File: src/rtl/uart_receiver_frame.sv
// UART receive deframer: majority-vote sampling, false-start rejection, framing/parity errors, EOT detect.
// Optional parity bit: define UART_RX_PARITY_EN.
module uart_receiver_frame #(
  parameter int unsigned DATA_BITS  = 8,
  parameter int unsigned OVERSAMPLE = 16,
  parameter int unsigned EOT_CHAR   = 8'h04,
  parameter bit          PARITY_ODD = 1'b0
) (
  input  logic                 clk,
  input  logic                 rst,
  input  logic                 baud_tick,
  input  logic                 rx,
  output logic                 data_valid,
  output logic [DATA_BITS-1:0] data_out,
  output logic                 eot,
  output logic                 frame_err,
  output logic                 parity_err
);
  localparam int unsigned TW = $clog2(OVERSAMPLE);
  localparam int unsigned BW = $clog2(DATA_BITS + 1);
  localparam int unsigned M  = OVERSAMPLE / 2;
  localparam logic [DATA_BITS-1:0] EOT_W = DATA_BITS'(EOT_CHAR);

  typedef enum logic [2:0] {
    S_IDLE,
    S_START,
    S_DATA,
`ifdef UART_RX_PARITY_EN
    S_PARITY,
`endif
    S_STOP,
    S_BREAK
  } state_e;

  state_e               state_q, state_d;
  logic                 rx_s1_q, rxs_q;
  logic [TW-1:0]        tcnt_q, tcnt_d, tnext;
  logic [BW-1:0]        bcnt_q, bcnt_d;
  logic [DATA_BITS-1:0] sh_q, sh_d, dout_q, dout_d;
  logic [1:0]           smp_q, smp_d;
  logic                 perr_q;
  logic                 dv_q, dv_d, eot_q, eot_d, fe_q, fe_d;
  logic                 at_dec, at_end, vote;

  // tcnt holds the index of the last tick processed; the detection tick is index 0
  assign tnext  = (tcnt_q == TW'(OVERSAMPLE - 1)) ? '0 : tcnt_q + TW'(1);
  assign at_dec = baud_tick && (tnext == TW'(M + 1));
  assign at_end = baud_tick && (tnext == TW'(OVERSAMPLE - 1));
  assign vote   = (smp_q[0] & smp_q[1]) | (smp_q[0] & rxs_q) | (smp_q[1] & rxs_q);

`ifdef UART_RX_PARITY_EN
  logic perr_d, pe_q, pe_d;
`endif

  always_ff @(posedge clk or posedge rst) begin
    if (rst) begin
      rx_s1_q <= 1'b1;
      rxs_q   <= 1'b1;
      state_q <= S_IDLE;
      tcnt_q  <= '0;
      bcnt_q  <= '0;
      sh_q    <= '0;
      smp_q   <= '0;
      dout_q  <= '0;
      dv_q    <= 1'b0;
      eot_q   <= 1'b0;
      fe_q    <= 1'b0;
`ifdef UART_RX_PARITY_EN
      perr_q  <= 1'b0;
      pe_q    <= 1'b0;
`endif
    end else begin
      rx_s1_q <= rx;
      rxs_q   <= rx_s1_q;
      state_q <= state_d;
      tcnt_q  <= tcnt_d;
      bcnt_q  <= bcnt_d;
      sh_q    <= sh_d;
      smp_q   <= smp_d;
      dout_q  <= dout_d;
      dv_q    <= dv_d;
      eot_q   <= eot_d;
      fe_q    <= fe_d;
`ifdef UART_RX_PARITY_EN
      perr_q  <= perr_d;
      pe_q    <= pe_d;
`endif
    end
  end

  always_comb begin
    state_d = state_q;
    tcnt_d  = tcnt_q;
    bcnt_d  = bcnt_q;
    sh_d    = sh_q;
    smp_d   = smp_q;
`ifdef UART_RX_PARITY_EN
    perr_d  = perr_q;
`endif
    if (baud_tick && state_q != S_IDLE && state_q != S_BREAK) begin
      tcnt_d = tnext;
      if (tnext == TW'(M - 1)) smp_d[0] = rxs_q;
      if (tnext == TW'(M))     smp_d[1] = rxs_q;
    end
    case (state_q)
      S_IDLE: begin
        if (baud_tick && !rxs_q) begin
          state_d = S_START;
          tcnt_d  = '0;
          bcnt_d  = '0;
`ifdef UART_RX_PARITY_EN
          perr_d  = 1'b0;
`endif
        end
      end
      S_START: begin
        if (at_dec && vote) state_d = S_IDLE;
        else if (at_end)    state_d = S_DATA;
      end
      S_DATA: begin
        if (at_dec) sh_d = {vote, sh_q[DATA_BITS-1:1]};
        if (at_end) begin
          bcnt_d = bcnt_q + BW'(1);
          if (bcnt_q == BW'(DATA_BITS - 1)) begin
`ifdef UART_RX_PARITY_EN
            state_d = S_PARITY;
`else
            state_d = S_STOP;
`endif
          end
        end
      end
`ifdef UART_RX_PARITY_EN
      S_PARITY: begin
        if (at_dec) perr_d = vote ^ (^sh_q) ^ PARITY_ODD;
        if (at_end) state_d = S_STOP;
      end
`endif
      S_STOP: begin
        // leaving on a good stop at mid-bit leaves half a bit to resync on the next start edge
        if (at_dec) state_d = vote ? S_IDLE : S_BREAK;
      end
      S_BREAK: begin
        if (baud_tick && rxs_q) state_d = S_IDLE;
      end
      default: state_d = S_IDLE;
    endcase
  end

`ifndef UART_RX_PARITY_EN
  assign perr_q = 1'b0;
`endif

  always_comb begin
    dv_d   = 1'b0;
    eot_d  = 1'b0;
    fe_d   = 1'b0;
    dout_d = dout_q;
`ifdef UART_RX_PARITY_EN
    pe_d   = 1'b0;
`endif
    if (state_q == S_STOP && at_dec) begin
      dv_d   = 1'b1;
      dout_d = sh_q;
      fe_d   = !vote;
      eot_d  = (sh_q == EOT_W) && vote && !perr_q;
`ifdef UART_RX_PARITY_EN
      pe_d   = perr_q;
`endif
    end
  end

  assign data_valid = dv_q;
  assign data_out   = dout_q;
  assign eot        = eot_q;
  assign frame_err  = fe_q;
`ifdef UART_RX_PARITY_EN
  assign parity_err = pe_q;
`else
  assign parity_err = 1'b0;
`endif
endmodule

File: config.mk
export PLATFORM = sky130hd
export DESIGN_NAME = uart_receiver_frame
export DESIGN_NICKNAME = d
export VERILOG_FILES = /design/src/rtl/uart_receiver_frame.sv
export SDC_FILE = /design/constraint.sdc
export NUM_CORES = 1
export LEC_CHECK = 0
export ABC_AREA = 1
export BUFFER_PORTS_ARGS = -buffer_cell sky130_fd_sc_hd__buf_2
export CAP_MARGIN = 30
export CORE_AREA = 3 3 62 64
export CTS_CLUSTER_SIZE = 16
export DETAILED_ROUTE_END_ITERATION = 7
export DIE_AREA = 0 0 65 67
export HOLD_SLACK_MARGIN = 0.05
export PLACE_DENSITY_LB_ADDON = 0.1
export SLEW_MARGIN = 20
export SYNTH_ARGS = -nofsm -noshare
export SYNTH_HDL_FRONTEND = slang
export SYNTH_SLANG_ARGS = --single-unit
File: constraint.sdc
create_clock -name clk -period 1.6 [get_ports clk]
set_input_delay 0.24 -clock clk [delete_from_list [all_inputs] [get_ports clk]]
set_output_delay 0.24 -clock clk [all_outputs]
set_load 0.02 [all_outputs]
Yosys cells after proc, flatten, opt, wreduce, memory -nomap -nowiden
Cells that the tools add are included.
- reductions and logical operators: 19
- bitwise operators: 5
- eq/ne operators: 18
- mux-type cells: 19
- add/subtract/negate cells: 2
- operators with widths (cell ; count):
    3-bit two-way mux ; 8
    4-bit two-way mux ; 6
    4-bit == test (second input constant) ; 4
    3-bit case mux with 5 select lines ; 1
    2-bit != test (second input constant) ; 5
    1-bit logical AND ; 9
    4-bit by 1-bit adder with 4-bit output (second input constant) ; 2
    4-bit by 3-bit == test with 1-bit output (second input constant) ; 2
    8-bit by 3-bit == test with 1-bit output (second input constant) ; 1
    4-bit case mux with 2 select lines ; 1
    3-bit by 2-bit == test with 1-bit output (second input constant) ; 2
    3-bit != test (second input constant) ; 2
    2-bit AND reduction ; 3
    6-bit AND reduction ; 1
    1-bit AND ; 3
    3-bit by 1-bit == test with 1-bit output (second input constant) ; 1
    3-bit == test (second input constant) ; 1
    3-bit zero test ; 1
    1-bit two-way mux ; 3
    3-bit AND reduction ; 1
    3-bit nonzero test ; 1
    1-bit zero test ; 2
    1-bit OR ; 2
    2-bit nonzero test ; 1
- register bits after elaboration: 34
- bits of input ports: 4

Logic depth before layout (Yosys ltp)
- depth in word-level cells: 7
- gate-level depth with buffers: 12
- mapped depth without buffers: 12

Worst setup path before layout
No wires, ideal clock.
- path kind: register to register
- start: register tcnt_q[0]
- end: register dout_q[1], in the netlist data_out[1]
- period minus slack after synthesis: 1.609 ns
- path slack: -0.009 ns
- buffers on the path: 1
- arrival: 1.491 ns
- required time: 1.482 ns
- stages on the path, launching flop included: 11
- setup time: 0.118 ns
- cells stage by stage: dfrtp_1 > ha_1 > nor2_1 > nor2_4 > nor2_4 > nand3_4 > nor2_4 > inv_2 > buf_6 > nand2_2 > o21ai_2
- word-level cells in the longest chain between the ends: 5
- elaborated cells between the ends (all ways): 6
- classes of those cells: add/sub (1); eq/ne (2); mux (1); reduce/logical (2)
- RTL lines (what ; line ; text):
    start: declaration ; 37 ; logic [TW-1:0] tcnt_q, tcnt_d, tnext;
    start signal: assignment ; 76 ; tcnt_q <= tcnt_d;
    4-bit by 1-bit adder with 4-bit output or 4-bit == test (tied branches) ; 46 ; assign tnext = (tcnt_q == TW'(OVERSAMPLE - 1)) ? '0 : tcnt_q + TW'(1);
    4-bit two-way mux (*) ; 46 ;
    4-bit == test (*) ; 47 ; assign at_dec = baud_tick && (tnext == TW'(M + 1));
    1-bit logical AND (*) ; 47 ;
    1-bit logical AND (*) ; 162 ; if (state_q == S_STOP && at_dec) begin
    end signal: assignment ; 80 ; dout_q <= dout_d;
    end: declaration ; 39 ; logic [DATA_BITS-1:0] sh_q, sh_d, dout_q, dout_d;
Every way passes the cells marked *; elsewhere a longest branch is shown, timed or not.
A chain may end at the register's enable or synchronous reset.

Final worst setup path
- start: register tcnt_q[1]
- end: register sh_q[0]
- word-level cells in the longest chain between the ends: 5
- elaborated cells between the ends (all ways): 6
- classes of those cells: add/sub (1); eq/ne (2); mux (1); reduce/logical (2)
- RTL lines (what ; line ; text):
    4-bit by 1-bit adder with 4-bit output or 4-bit == test (tied branches) ; 46 ;
    4-bit two-way mux (*) ; 46 ;
    4-bit == test (*) ; 47 ;
    1-bit logical AND (*) ; 47 ;
    2-bit AND reduction (no source line) (*) ; n/a ;
    end signal: assignment ; 62 ; sh_q <= '0;
    end signal: assignment ; 78 ; sh_q <= sh_d;
    end: declaration ; 39 ;
Marks and branches as above.

==> parameters.txt <==
Parameter                              Value

Outcome
  Result of the run    finished with violations
  Violated checks    negative setup slack

Timing
  Count of final hold-check violations    0
  Final clock skew    6.57 ps
  FMAX    approximately 0.6 GHz
  Setup repair after global routing missed its margin    true
  Post-route clock period utilization    105%
  Minimum period implied by the final worst setup slack    ~1700 ps
  Max-slew violation total from the final report    0
  Setup slack after layout    -72.5 ps
  Number of setup violations in the final report    11

Job
  Maximum capacitance violations    0

Logic synthesis
  Synth Cell Area    0.00170 mm^2
  Gate count after technology mapping    186
  EDFF count, synth    0
  Area contributors post-synth    dfrtp_1 47%, nand2_1 8.4%, o21ai_0 4.7%
  Proportion of synthesized flip-flops having asynchronous set or reset    100%
  List of most frequent post-synthesis cells    38 x nand2_1, 32 x dfrtp_1, 20 x inv_1
  Warnings from Yosys    0
  Yosys top cell area share    47.2%
  Most used standard cell by instance count after synthesis    nand2_1
  Post-synthesis sequential area ratio    50.3%
  Mean instance size in the synthesized netlist    9.11 um^2
  Area leader, netlist    dfrtp_1
  Syn nets    195
  Number of distinct library cells after synthesis    29
  Primary flip-flop cell chosen by synthesis mapping    dfrtp_1
  Flops & latches, synth    34

Floorplanning
  Full die area    0.00436 mm^2
  DIE HEIGHT    ~67 um
  Initial core utilization    50.8%
  Number of rows in the core area    21
  IO Pins    16
  Placeable Area    0.00334 mm^2
  Die width    65 um

Detailed routing
  Number of design rule violations left after detail routing    0
  Total number of vias    1,355
  Router iterations before antenna repair    4
  Post-DR wirelength/cell    12.4 um
  Average vias per placed instance    5.04
  Drt first-iter violations    79
  Antenna violation net count after detailed routing    0
  Total wire length    3330 um

GRT
  Maximum number of pins on one net before global-route repair    35
  Via count of the first global-routing pass    1,275
  Global-route total usage across every layer    17.5%
  Antenna violations before repair    0
  Wire length of the first global-routing pass    5700 um
  Congestion Overflow GR    0

Worst setup path
  Critical Path RT    1820 ps
  Cells traversed along the worst timing path    buf_6 > inv_2 > ha_4 > inv_2 > nor2_4 > nand3_4 > buf_12 > nor2_4 > buf_6 > o21ai_0
  Crit path buffers/inverters    5
  Startpoint Class    flop
  Endpoint kind of the worst setup timing path    flop
  Arr. time, crit path    1900 ps
  Dominant delay contributor by cell family on the critical path    buffers and inverters
  Crit Path Class    reg2reg
  Largest stage delay on the critical path    ~440 ps
  Maximum fanout along the worst path    8
  Highest-delay cell along the critical path    dfrtp_1

Cells and area
  Cell area after layout    0.00215 mm^2
  Count of antenna diodes in the layout    0
  Fill cell total of the finished layout    280
  Finished Layout Cells    269
  Total area of multi-input combinational cells    837 um^2
  Area Growth Syn to Fin    26.9%
  Fraction of layout cells with a size suffix above 1    41.3%
  Combined flip-flop and latch cell area    853 um^2
  Nets    231

Place
  Post-DP HPWL    roughly 2200 um
  Final weighted congestion in routability-driven placement    0.813
  Instance area after placement    0.00186 mm^2
  Placed insts    251
  Count of buffers inserted at the top-level ports    14

Clocking
  Clock Root Buffer    clkbuf_4
  CTS Buffer Depth    2
  CTS tree    yes
  CTS sink cnt    34
  Number of H-tree levels    2
  CTS buffer count    5
  Source-to-sink clock delay at the later pin of the worst-skew pair    between 300 and 400 ps
  Register clock-pin slew on the reported worst setup and hold paths    approximately 100 ps

Power and ir drop
  Relative contribution of the clock network to total power    ~18%
  Combinational Power Share    40.9%
  Leakage dissipation    between 0.001 and 0.0015 uW
  Reported net switching power    1110 uW
  Cell-internal power    1690 uW
  Net Sw Frac    39.6%
  Worst voltage drop across the vdd grid    between 0.8 and 0.9 mV
  Sequential power share    41.6%
  Power per Cell Area    roughly 1300 mW/mm^2

Min path
  Class of the worst hold path    in2reg
## worst paths after layout
kind | startpoint | endpoint | slack (ps) | cells after the start
max in group asynchronous | rst | rx_s1_q | 730 | 4
min in group asynchronous | rst | data_out[5] | 540 | 4
setup reg to reg | tcnt_q[1] | sh_q[0] | -70 | 10
hold reg to reg | rx_s1_q | rxs_q | 360 | 0
setup / recovery | tcnt_q[1] | sh_q[0] | -70 | 10
hold / removal | baud_tick | state_q[2] | 330 | 4
## registers in the layout, indices dropped and copies added (netlist names)
register	flops
smp_q	2
data_valid	1
bcnt_q	4
tcnt_q	4
data_out	8
state_q	3
frame_err	1
rx_s1_q	1
rxs_q	1
eot	1
sh_q	8
## metrics by stage
stage	setup slack [ps]	hold WS, ps	utilization [%]	setup TNS [ps]	power [uW]
floorplan	6.11	244	-	0	1820
global placement	-33.4	345	55.7	-244	2020
detailed placement	-77.6	347	55.7	-764	2060
CTS	-41.3	301	62.2	-325	2770
global route	-169	360	64.5	-2140	3020
finish	-72.5	332	64.5	-525	2800
## worst reg2reg max path, stage by stage, from the launching register on
cell,delay (ps)
dfrtp_1,440
buf_6,150
inv_2,60
ha_4,120
inv_2,40
nor2_4,130
nand3_4,100
buf_12,150
nor2_4,140
buf_6,160
o21ai_0,80
## repair_timing
action / in CTS / in global routing
buffers inserted: 7 / 1
endpoints found under the setup margin: 18 / 24
endpoints found under the hold margin: 33 / 0
resized for setup: 23 / 20
hold buffers: 2 / 0
pin swaps: 8 / 8
## logic make-up (layout without fill, tap and decap cells)
logic type / after synthesis / in the layout / synth area share [%]
adders and majority gates: 5 / 5 / 3.69
AOI/OAI and AO/OA: 30 / 30 / 10.8
DFF: 34 / 34 / 50.3
buffers and inverters: 29 / 66 / 7.31
and+or+nand+nor: 87 / 87 / 27.7
other: 1 / 1 / 0.221
## area by class of cell
cell class,instances,area share (%)
Inverter,26,4.89
Sequential cell,34,39.7
Clock inverter,1,0.233
Tap cell,46,2.68
Timing Repair Buffer,32,11.1
Multi-Input combinational cell,123,38.9
Clock buffer,7,2.56
## routing by layer
metal / routed length (um) / up-vias / global-route usage (%)
met5: 0 / - / 0
met4: 52 / 0 / 7.12
met3: 148 / 7 / 5.06
met2: 1670 / 37 / 29.2
met1: 1460 / 637 / 21.0
li1: - / 674 / -
## power groups by stage
stage          sequential (uW)  clock [uW]  combinational [uW]
2_1_floorplan             1170           0                 656
3_3_place_gp              1140           0                 887
3_5_place_dp              1140           0                 922
4_1_cts                   1150         516                1100
5_1_grt                   1180         561                1270
6_report                  1170         490                1150
## cells in the final DEF, fill, tap and decap left out, types with 3 or more instances in the layout
cell type	count
a21oi_1	4
buf_2	14
buf_4	11
buf_6	4
clkbuf_4	5
dfrtp_1	32
ha_1	3
inv_1	18
inv_2	7
nand2_1	26
nand2_2	16
nand3_1	9
nand3_2	3
nand4_1	7
nor2_1	8
nor2_4	6
nor3_1	4
o21ai_0	9
o21ai_1	6
o21ai_2	9
Power figures use the tool's default switching activity.
